File: src/rtl/regfile_hilo_if.sv
// Writeback/decode bundle for the GPR + HI/LO register file.
// master = pipeline side driving writes and read requests, slave = register file.
interface regfile_hilo_if;
  logic        rf_wren_i;
  logic [4:0]  rf_waddr_i;
  logic [31:0] rf_wdata_i;
  logic        whien_i;
  logic        wloen_i;
  logic [31:0] hi_i;
  logic [31:0] lo_i;
  logic        rd1_en_i;
  logic [4:0]  rd1_addr_i;
  logic [31:0] rd1_data_o;
  logic        rd2_en_i;
  logic [4:0]  rd2_addr_i;
  logic [31:0] rd2_data_o;
  logic [31:0] hi_o;
  logic [31:0] lo_o;

  modport master (
    output rf_wren_i, rf_waddr_i, rf_wdata_i,
    output whien_i, wloen_i, hi_i, lo_i,
    output rd1_en_i, rd1_addr_i, rd2_en_i, rd2_addr_i,
    input  rd1_data_o, rd2_data_o, hi_o, lo_o
  );

  modport slave (
    input  rf_wren_i, rf_waddr_i, rf_wdata_i,
    input  whien_i, wloen_i, hi_i, lo_i,
    input  rd1_en_i, rd1_addr_i, rd2_en_i, rd2_addr_i,
    output rd1_data_o, rd2_data_o, hi_o, lo_o
  );
endinterface

File: src/rtl/regfile_hilo.sv
// 31x32 GPR file (r0 hardwired to zero) plus HI/LO; writes land on the clock edge.
// Reads are combinational with same-cycle write-through bypass; no backpressure.
module regfile_hilo (
  input logic           clk,
  input logic           rst_n,
  regfile_hilo_if.slave rf
);

  logic [31:0] gpr_q [1:31];
  logic [31:0] gpr_d [1:31];
  logic [31:0] hi_q, hi_d;
  logic [31:0] lo_q, lo_d;

  always_comb begin
    for (int i = 1; i < 32; i++) begin
      gpr_d[i] = gpr_q[i];
      if (rf.rf_wren_i && (rf.rf_waddr_i == 5'(i))) begin
        gpr_d[i] = rf.rf_wdata_i;
      end
    end
    hi_d = rf.whien_i ? rf.hi_i : hi_q;
    lo_d = rf.wloen_i ? rf.lo_i : lo_q;
  end

  always_ff @(posedge clk or negedge rst_n) begin
    if (!rst_n) begin
      for (int i = 1; i < 32; i++) begin
        gpr_q[i] <= '0;
      end
      hi_q <= '0;
      lo_q <= '0;
    end else begin
      gpr_q <= gpr_d;
      hi_q  <= hi_d;
      lo_q  <= lo_d;
    end
  end

  // Outputs are forced to zero while reset is held, bypass included.
  function automatic logic [31:0] read_port(
    input logic        rstn,
    input logic        en,
    input logic [4:0]  addr,
    input logic        wren,
    input logic [4:0]  waddr,
    input logic [31:0] wdata,
    input logic [31:0] regs [1:31]
  );
    logic [31:0] val;
    val = '0;
    if (rstn && en && (addr != 5'd0)) begin
      if (wren && (waddr == addr)) begin
        val = wdata;
      end else begin
        for (int i = 1; i < 32; i++) begin
          if (addr == 5'(i)) begin
            val = regs[i];
          end
        end
      end
    end
    return val;
  endfunction

  assign rf.rd1_data_o = read_port(rst_n, rf.rd1_en_i, rf.rd1_addr_i,
                                   rf.rf_wren_i, rf.rf_waddr_i, rf.rf_wdata_i, gpr_q);
  assign rf.rd2_data_o = read_port(rst_n, rf.rd2_en_i, rf.rd2_addr_i,
                                   rf.rf_wren_i, rf.rf_waddr_i, rf.rf_wdata_i, gpr_q);

  assign rf.hi_o = !rst_n ? 32'h0 : (rf.whien_i ? rf.hi_i : hi_q);
  assign rf.lo_o = !rst_n ? 32'h0 : (rf.wloen_i ? rf.lo_i : lo_q);

endmodule

File: src/flat_wrapper.sv
// flat-port wrapper written by rule: the top's interface ports become plain ports
module regfile_hilo_flat 
  (clk, rst_n, rf_rf_wren_i, rf_rf_waddr_i, rf_rf_wdata_i, rf_whien_i, rf_wloen_i, rf_hi_i, rf_lo_i, rf_rd1_en_i, rf_rd1_addr_i, rf_rd2_en_i, rf_rd2_addr_i, rf_rd1_data_o, rf_rd2_data_o, rf_hi_o, rf_lo_o);
  regfile_hilo_if rf_i ();
  input logic clk;
  input logic rst_n;
  input wire logic [$bits(rf_i.rf_wren_i)-1:0] rf_rf_wren_i;
  input wire logic [$bits(rf_i.rf_waddr_i)-1:0] rf_rf_waddr_i;
  input wire logic [$bits(rf_i.rf_wdata_i)-1:0] rf_rf_wdata_i;
  input wire logic [$bits(rf_i.whien_i)-1:0] rf_whien_i;
  input wire logic [$bits(rf_i.wloen_i)-1:0] rf_wloen_i;
  input wire logic [$bits(rf_i.hi_i)-1:0] rf_hi_i;
  input wire logic [$bits(rf_i.lo_i)-1:0] rf_lo_i;
  input wire logic [$bits(rf_i.rd1_en_i)-1:0] rf_rd1_en_i;
  input wire logic [$bits(rf_i.rd1_addr_i)-1:0] rf_rd1_addr_i;
  input wire logic [$bits(rf_i.rd2_en_i)-1:0] rf_rd2_en_i;
  input wire logic [$bits(rf_i.rd2_addr_i)-1:0] rf_rd2_addr_i;
  output wire logic [$bits(rf_i.rd1_data_o)-1:0] rf_rd1_data_o;
  output wire logic [$bits(rf_i.rd2_data_o)-1:0] rf_rd2_data_o;
  output wire logic [$bits(rf_i.hi_o)-1:0] rf_hi_o;
  output wire logic [$bits(rf_i.lo_o)-1:0] rf_lo_o;
  assign rf_i.rf_wren_i = rf_rf_wren_i;
  assign rf_i.rf_waddr_i = rf_rf_waddr_i;
  assign rf_i.rf_wdata_i = rf_rf_wdata_i;
  assign rf_i.whien_i = rf_whien_i;
  assign rf_i.wloen_i = rf_wloen_i;
  assign rf_i.hi_i = rf_hi_i;
  assign rf_i.lo_i = rf_lo_i;
  assign rf_i.rd1_en_i = rf_rd1_en_i;
  assign rf_i.rd1_addr_i = rf_rd1_addr_i;
  assign rf_i.rd2_en_i = rf_rd2_en_i;
  assign rf_i.rd2_addr_i = rf_rd2_addr_i;
  assign rf_rd1_data_o = rf_i.rd1_data_o;
  assign rf_rd2_data_o = rf_i.rd2_data_o;
  assign rf_hi_o = rf_i.hi_o;
  assign rf_lo_o = rf_i.lo_o;
  regfile_hilo u_core (.clk(clk), .rst_n(rst_n), .rf(rf_i));
endmodule
File: config.mk
export PLATFORM = sky130hd
export DESIGN_NAME = regfile_hilo_flat
export DESIGN_NICKNAME = d
export VERILOG_FILES = /design/src/rtl/regfile_hilo_if.sv /design/src/rtl/regfile_hilo.sv /design/src/flat_wrapper.sv
export SDC_FILE = /design/constraint.sdc
export NUM_CORES = 2
export LEC_CHECK = 0
export ABC_AREA = 1
export BUFFER_PORTS_ARGS = -buffer_cell sky130_fd_sc_hd__buf_2
export CORE_MARGIN = 2
export CORE_UTILIZATION = 55
export CTS_BUF_LIST = sky130_fd_sc_hd__clkbuf_4 sky130_fd_sc_hd__clkbuf_8 sky130_fd_sc_hd__clkbuf_16
export DETAILED_ROUTE_END_ITERATION = 12
export HOLD_SLACK_MARGIN = 0.08
export PLACE_DENSITY_LB_ADDON = 0.3
export RECOVER_POWER = 100
export SYNTH_ARGS = -nofsm -noshare
export SYNTH_HDL_FRONTEND = slang
export SYNTH_SLANG_ARGS = --single-unit
export TNS_END_PERCENT = 1
File: constraint.sdc
create_clock -name clk -period 5.1 [get_ports clk]
set_clock_uncertainty 0.05 [all_clocks]
set_input_delay 1.02 -clock clk [delete_from_list [all_inputs] [get_ports clk]]
set_output_delay 1.02 -clock clk [all_outputs]
set_load 0.005 [all_outputs]
# Word-level counts from Yosys, hierarchy flattened
# Cells that the tools add are included.
dict set report op_classes {
  n_eq_ne 95
  mux 70
  n_reduce_logical 39
}
# operator n
set ops {}
lappend ops {{two-way mux 32 bit} 70}
lappend ops {{== test 5 bit, second input constant} 48}
lappend ops {{== test 5 x 4 -> 1 bit, second input constant} 24}
lappend ops {{== test 5 x 3 -> 1 bit, second input constant} 12}
lappend ops {{logical AND 1 bit} 37}
lappend ops {{== test 5 x 2 -> 1 bit, second input constant} 6}
lappend ops {{== test 5 x 1 -> 1 bit, second input constant} 3}
lappend ops {{== test 5 bit} 2}
lappend ops {{nonzero test 5 bit} 2}
dict set report word_totals {
  regBits 1056
  in_bits 118
  out_inout_bits 128
  word_cells 237
}

# Longest topological paths before layout
dict set report logic_depth {
  depth_word 34
  ltp_mapped 26
  depth_no_buf 24
}

# Worst setup path after synthesis
# No wires, ideal clock.
dict set report synth_timing {
  path_kind {input port to output port}
  startpoint {input port rf_rd2_addr_i[1]}
  endpoint {output port rf_rd2_data_o[11]}
  arrival_time_ps 2964
  t_required_ps 4030
  path_slack_ps 1066
  cell_stages 18
  path_cell_list {buf_2 > inv_1 > nor2_1 > nand2_1 > nor2_1 > inv_1 > clkbuf_1 > or2_2 > nand2_1 > nand4_1 > nor2_1 > nand4_1 > nand2_1 > nand3_1 > nand2_1 > nand3_1 > nand2_1 > inv_1}
}
dict set report synth_between {
  elab_chain_len 34
  elab_cells_between_ends 68
  cone_classes {eq/ne (32); mux (33); reduce/logical (3)}
}
# element line_no
set synth_lines {}
lappend synth_lines {{start, declared} flat_wrapper.sv:17} ;# input wire logic [$bits(rf_i.rd2_addr_i)-1:0] rf_rd2_addr_i;
lappend synth_lines {{== test 5 x 1 -> 1 bit} regfile_hilo.sv:56} ;# if (addr == 5'(i)) begin
lappend synth_lines {{two-way mux 32 bit (31 in a row)} regfile_hilo.sv:56}
lappend synth_lines {{two-way mux 32 bit} regfile_hilo.sv:52} ;# if (wren && (waddr == addr)) begin
lappend synth_lines {{two-way mux 32 bit (*)} regfile_hilo.sv:51} ;# if (rstn && en && (addr != 5'd0)) begin
lappend synth_lines {{end, declared} flat_wrapper.sv:19} ;# output wire logic [$bits(rf_i.rd2_data_o)-1:0] rf_rd2_data_o;
# Mark *: on every way between the ends. The rest lies on a longest branch, timed or not.

# Worst setup path in the final report
dict set report layout_timing {
  startpoint {input port rf_rd2_addr_i[4]}
  endpoint {output port rf_rd2_data_o[26]}
}
# Same word-level chain as after synthesis.

==> impl_metrics.env <==
export IMPL_synth_xor_area_share_pct=0.0321
export IMPL_clkTransAtPathRegs_ns=0.06
export IMPL_endpoint_kind="primary output"
export IMPL_power_density_nw_per_um2=365
export IMPL_route_antenna_remaining_nets=0
export IMPL_place_ws_ns=-0.415
export IMPL_synth_compound_area_share_pct=12.2
export IMPL_vias=54702
export IMPL_antenna_cells=0
export IMPL_cap_viol_max_count=39
export IMPL_drt_iter0_drc=7021
export IMPL_fin_ws_ns=-0.196
export IMPL_ctsHoldBuffers=0
export IMPL_num_rows=115
export IMPL_gr_total_overflow=0
export IMPL_fin_area_um2=62700
export IMPL_yosysWarnings=0
export IMPL_final_cell_mix="nand2_1 (2,860), o21ai_0 (1,123), dfrtp_1 (1,056)"
export IMPL_yosys_area_top_type="dfrtp_1"
export IMPL_ys_seq_elements=1056
export IMPL_hold_violations=0
export IMPL_place_area_um2=58400
export IMPL_remaining_drc_errors=0
export IMPL_layoutNonFillerInstCount=9241
export IMPL_cts_buffers=113
export IMPL_io_pins=246
export IMPL_clockRootBuffer="clkbuf_16"
export IMPL_grt_pass1_vias=51318
export IMPL_fin_crit_ns=5.30
export IMPL_power_uw=22900
export IMPL_synth_top_area_share_pct=48.4
export IMPL_yosys_top_cells_area="dfrtp_1 (48%), nand2_1 (20%), o21ai_0 (10%), nor2_1 (5.3%), nand4_1 (4.9%)"
export IMPL_timing_rr_start="u_core.gpr_q[105]"
export IMPL_ys_seq_area_share_pct=48.4
export IMPL_antenna_found_initial=3
export IMPL_leakagePower_uw=0.0294
export IMPL_drive_above_1_share_pct=11.7
export IMPL_dieArea_um2=102000
export IMPL_final_common_cell="nand2_1"
export IMPL_die_y_um=319
export IMPL_regToRegSetupSlack_ns=4.12
export IMPL_clock_latency_ns=0.72
export IMPL_synth_net_count=7830
export IMPL_synth_top_family_by_area="simple AND/OR/NAND/NOR gates"
export IMPL_crit_fanout=10
export IMPL_hpwl_mm=126
export IMPL_avgViaCountPerCell=5.92
export IMPL_muxShareOfSynthArea_pct=0
export IMPL_peakVddDrop_mv=0.318
export IMPL_syn_inst=7712
export IMPL_dp_cells=9009
export IMPL_cp_start_kind="primary input"
export IMPL_worstPathArrival_ns=4.23
export IMPL_timing_critical_path_required_ns=4.03
export IMPL_worstMarginPinSlew_ns=3.30
export IMPL_r2r_cells=2
export IMPL_port_buffers=245
export IMPL_wl_mm=188
export IMPL_maxSlewViolCount=2683
export IMPL_violations="capacitance limit, slew limit, setup timing"
export IMPL_track_usage_pct=36.1
export IMPL_hold_path_class="primary input to asynchronous set/reset pin"
export IMPL_fmax_mhz=189
export IMPL_synth_simple_area_share_pct=32.2
export IMPL_rsz0062_at_grt="yes"
export IMPL_num_nets_final=7975
export IMPL_grt_pass1_wl_mm=291
export IMPL_gp_congestion=0.994
export IMPL_setup_viol=40
export IMPL_drt_first_pass_iters=9
export IMPL_synthToLayoutAreaGrowth_pct=14.9
export IMPL_critical_path_class="primary input to primary output"
export IMPL_period_share_pct=104
export IMPL_htree_levels=3
export IMPL_timing_rr_end="u_core.gpr_q[105]"
export IMPL_syn_area_per_cell_um2=7.08
export IMPL_slew_limit_headroom_pct=-120
export IMPL_synth_cell_type_count=26
export IMPL_clockBufferDepth=3
export IMPL_syn_cell_area_um2=54600
export IMPL_status="complete, but fails checks"
export IMPL_synth_fa_ha_area_share_pct=0
export IMPL_grt_max_degree=167
export IMPL_cts_sinks=1056
export IMPL_post_route_util_pct=63.7
export IMPL_wl_per_cell_um=20.3
export IMPL_initial_utilization_pct=55.5
export IMPL_cts_tree="done"
export IMPL_die_width_um=319
export IMPL_core_um2=98400
-- timing repair --
item | 4_1_cts | 5_1_grt
resized for setup | 87 | 69
pin swaps | 27 | 41
setup endpoints to repair | 64 | 64
buffers inserted | 8 | 11
gates cloned | 2 | 2
-- synth_stat cells --
cell       instances
dfrtp_1         1056
nor3_4             1
buf_1              8
o22ai_1            6
nand2_1         2901
or2_2             66
nor4_1             2
nor2_4             1
clkinv_1           5
inv_2             10
nand4_1          430
xor2_1             2
nor2_1           777
a21oi_1          193
nand3b_1           3
clkbuf_1         481
nand3_1          106
nor2_2             2
o21ai_0         1123
nor3b_1            2
o21ai_1            5
nor3_2             1
inv_1            485
o2111ai_1          3
nor3_1             7
buf_2             36
-- report_power, final --
part	leakage, uW	internal [uW]	total [uW]	switching (uW)
Sequential	0.0136	9900	11000	1140
Clock	0.00196	4990	8550	3560
Combinational	0.0138	1150	3330	2180
Total	0.0294	16000	22900	6870
-- state kept, by name (all words and copies together) (netlist names) --
name          flops
u_core.gpr_q    992
u_core.hi_q      32
u_core.lo_q      32
-- cell families after synthesis --
family / after synthesis
simple gates: 4299
compound gates: 1330
flops: 1056
buf+inv: 1025
xor+xnor: 2
-- critical path, stage by stage --
cell and delay (ns):
buf_16 0.13, clkinvlp_4 0.17, nand3_4 0.14, buf_12 0.13, buf_12 0.10, buf_4 0.17
nor2_1 0.05, nor2_1 0.17, nand4_1 0.16, nor2_2 0.14, nand4_1 0.17, nor2_1 0.18
nand4_1 0.19, nand2_1 0.11, nand3_1 0.08, nand2_1 0.10, nand4_1 0.09, nor2_1 0.13
nand4_1 0.21, nand2_1 0.12, nand3_1 0.07, nand2_1 0.07, nand3_1 0.09, nand2_1 0.07
inv_1 0.04, buf_2 0.11
-- through the flow --
| stage | hold slack [ns] | setup TNS, ns |
|---|---|---|
| 6_report | 0.103 | -2.92 |
| 5_1_grt | 0.0964 | -11.74 |
| 4_1_cts | 0.0905 | -0.828 |
| 3_5_place_dp | 0.405 | -13.67 |
| 3_3_place_gp | 0.399 | -12.36 |
| 2_1_floorplan | 0.387 | 0 |
-- metal layers --
metal	global-route usage, %	vias to the layer above	share of wire [%]
met5	0	-	0.012
met4	15.9	4	4.6
met3	8.10	621	11
met2	55.4	3231	45
met1	49.4	25870	39
li1	-	24976	-
-- worst max-delay path by stage --
stage	start	endpoint
4_1_cts	rf_rd2_addr_i[4]	rf_rd2_data_o[19]
6_report	rf_rd2_addr_i[4]	rf_rd2_data_o[26]
5_1_grt	rf_rd1_addr_i[1]	rf_rd1_data_o[19]
2_1_floorplan	rf_rd2_addr_i[1]	rf_rd2_data_o[11]
3_3_place_gp	rf_rd1_addr_i[3]	rf_rd1_data_o[23]
3_5_place_dp	rf_rd2_addr_i[3]	rf_rd2_data_o[13]
-- final cells by class --
type | instances | area, um^2
Clock buffer | 173 | 3460
Clock inverter | 39 | 432
Fill cell | 8672 | 35700
Inverter | 500 | 1890
Multi-Input combinational cell | 5633 | 24800
Sequential cell | 1056 | 26400
Tap cell | 1287 | 1610
Timing Repair Buffer | 553 | 4050
Power figures use the tool's default switching activity.
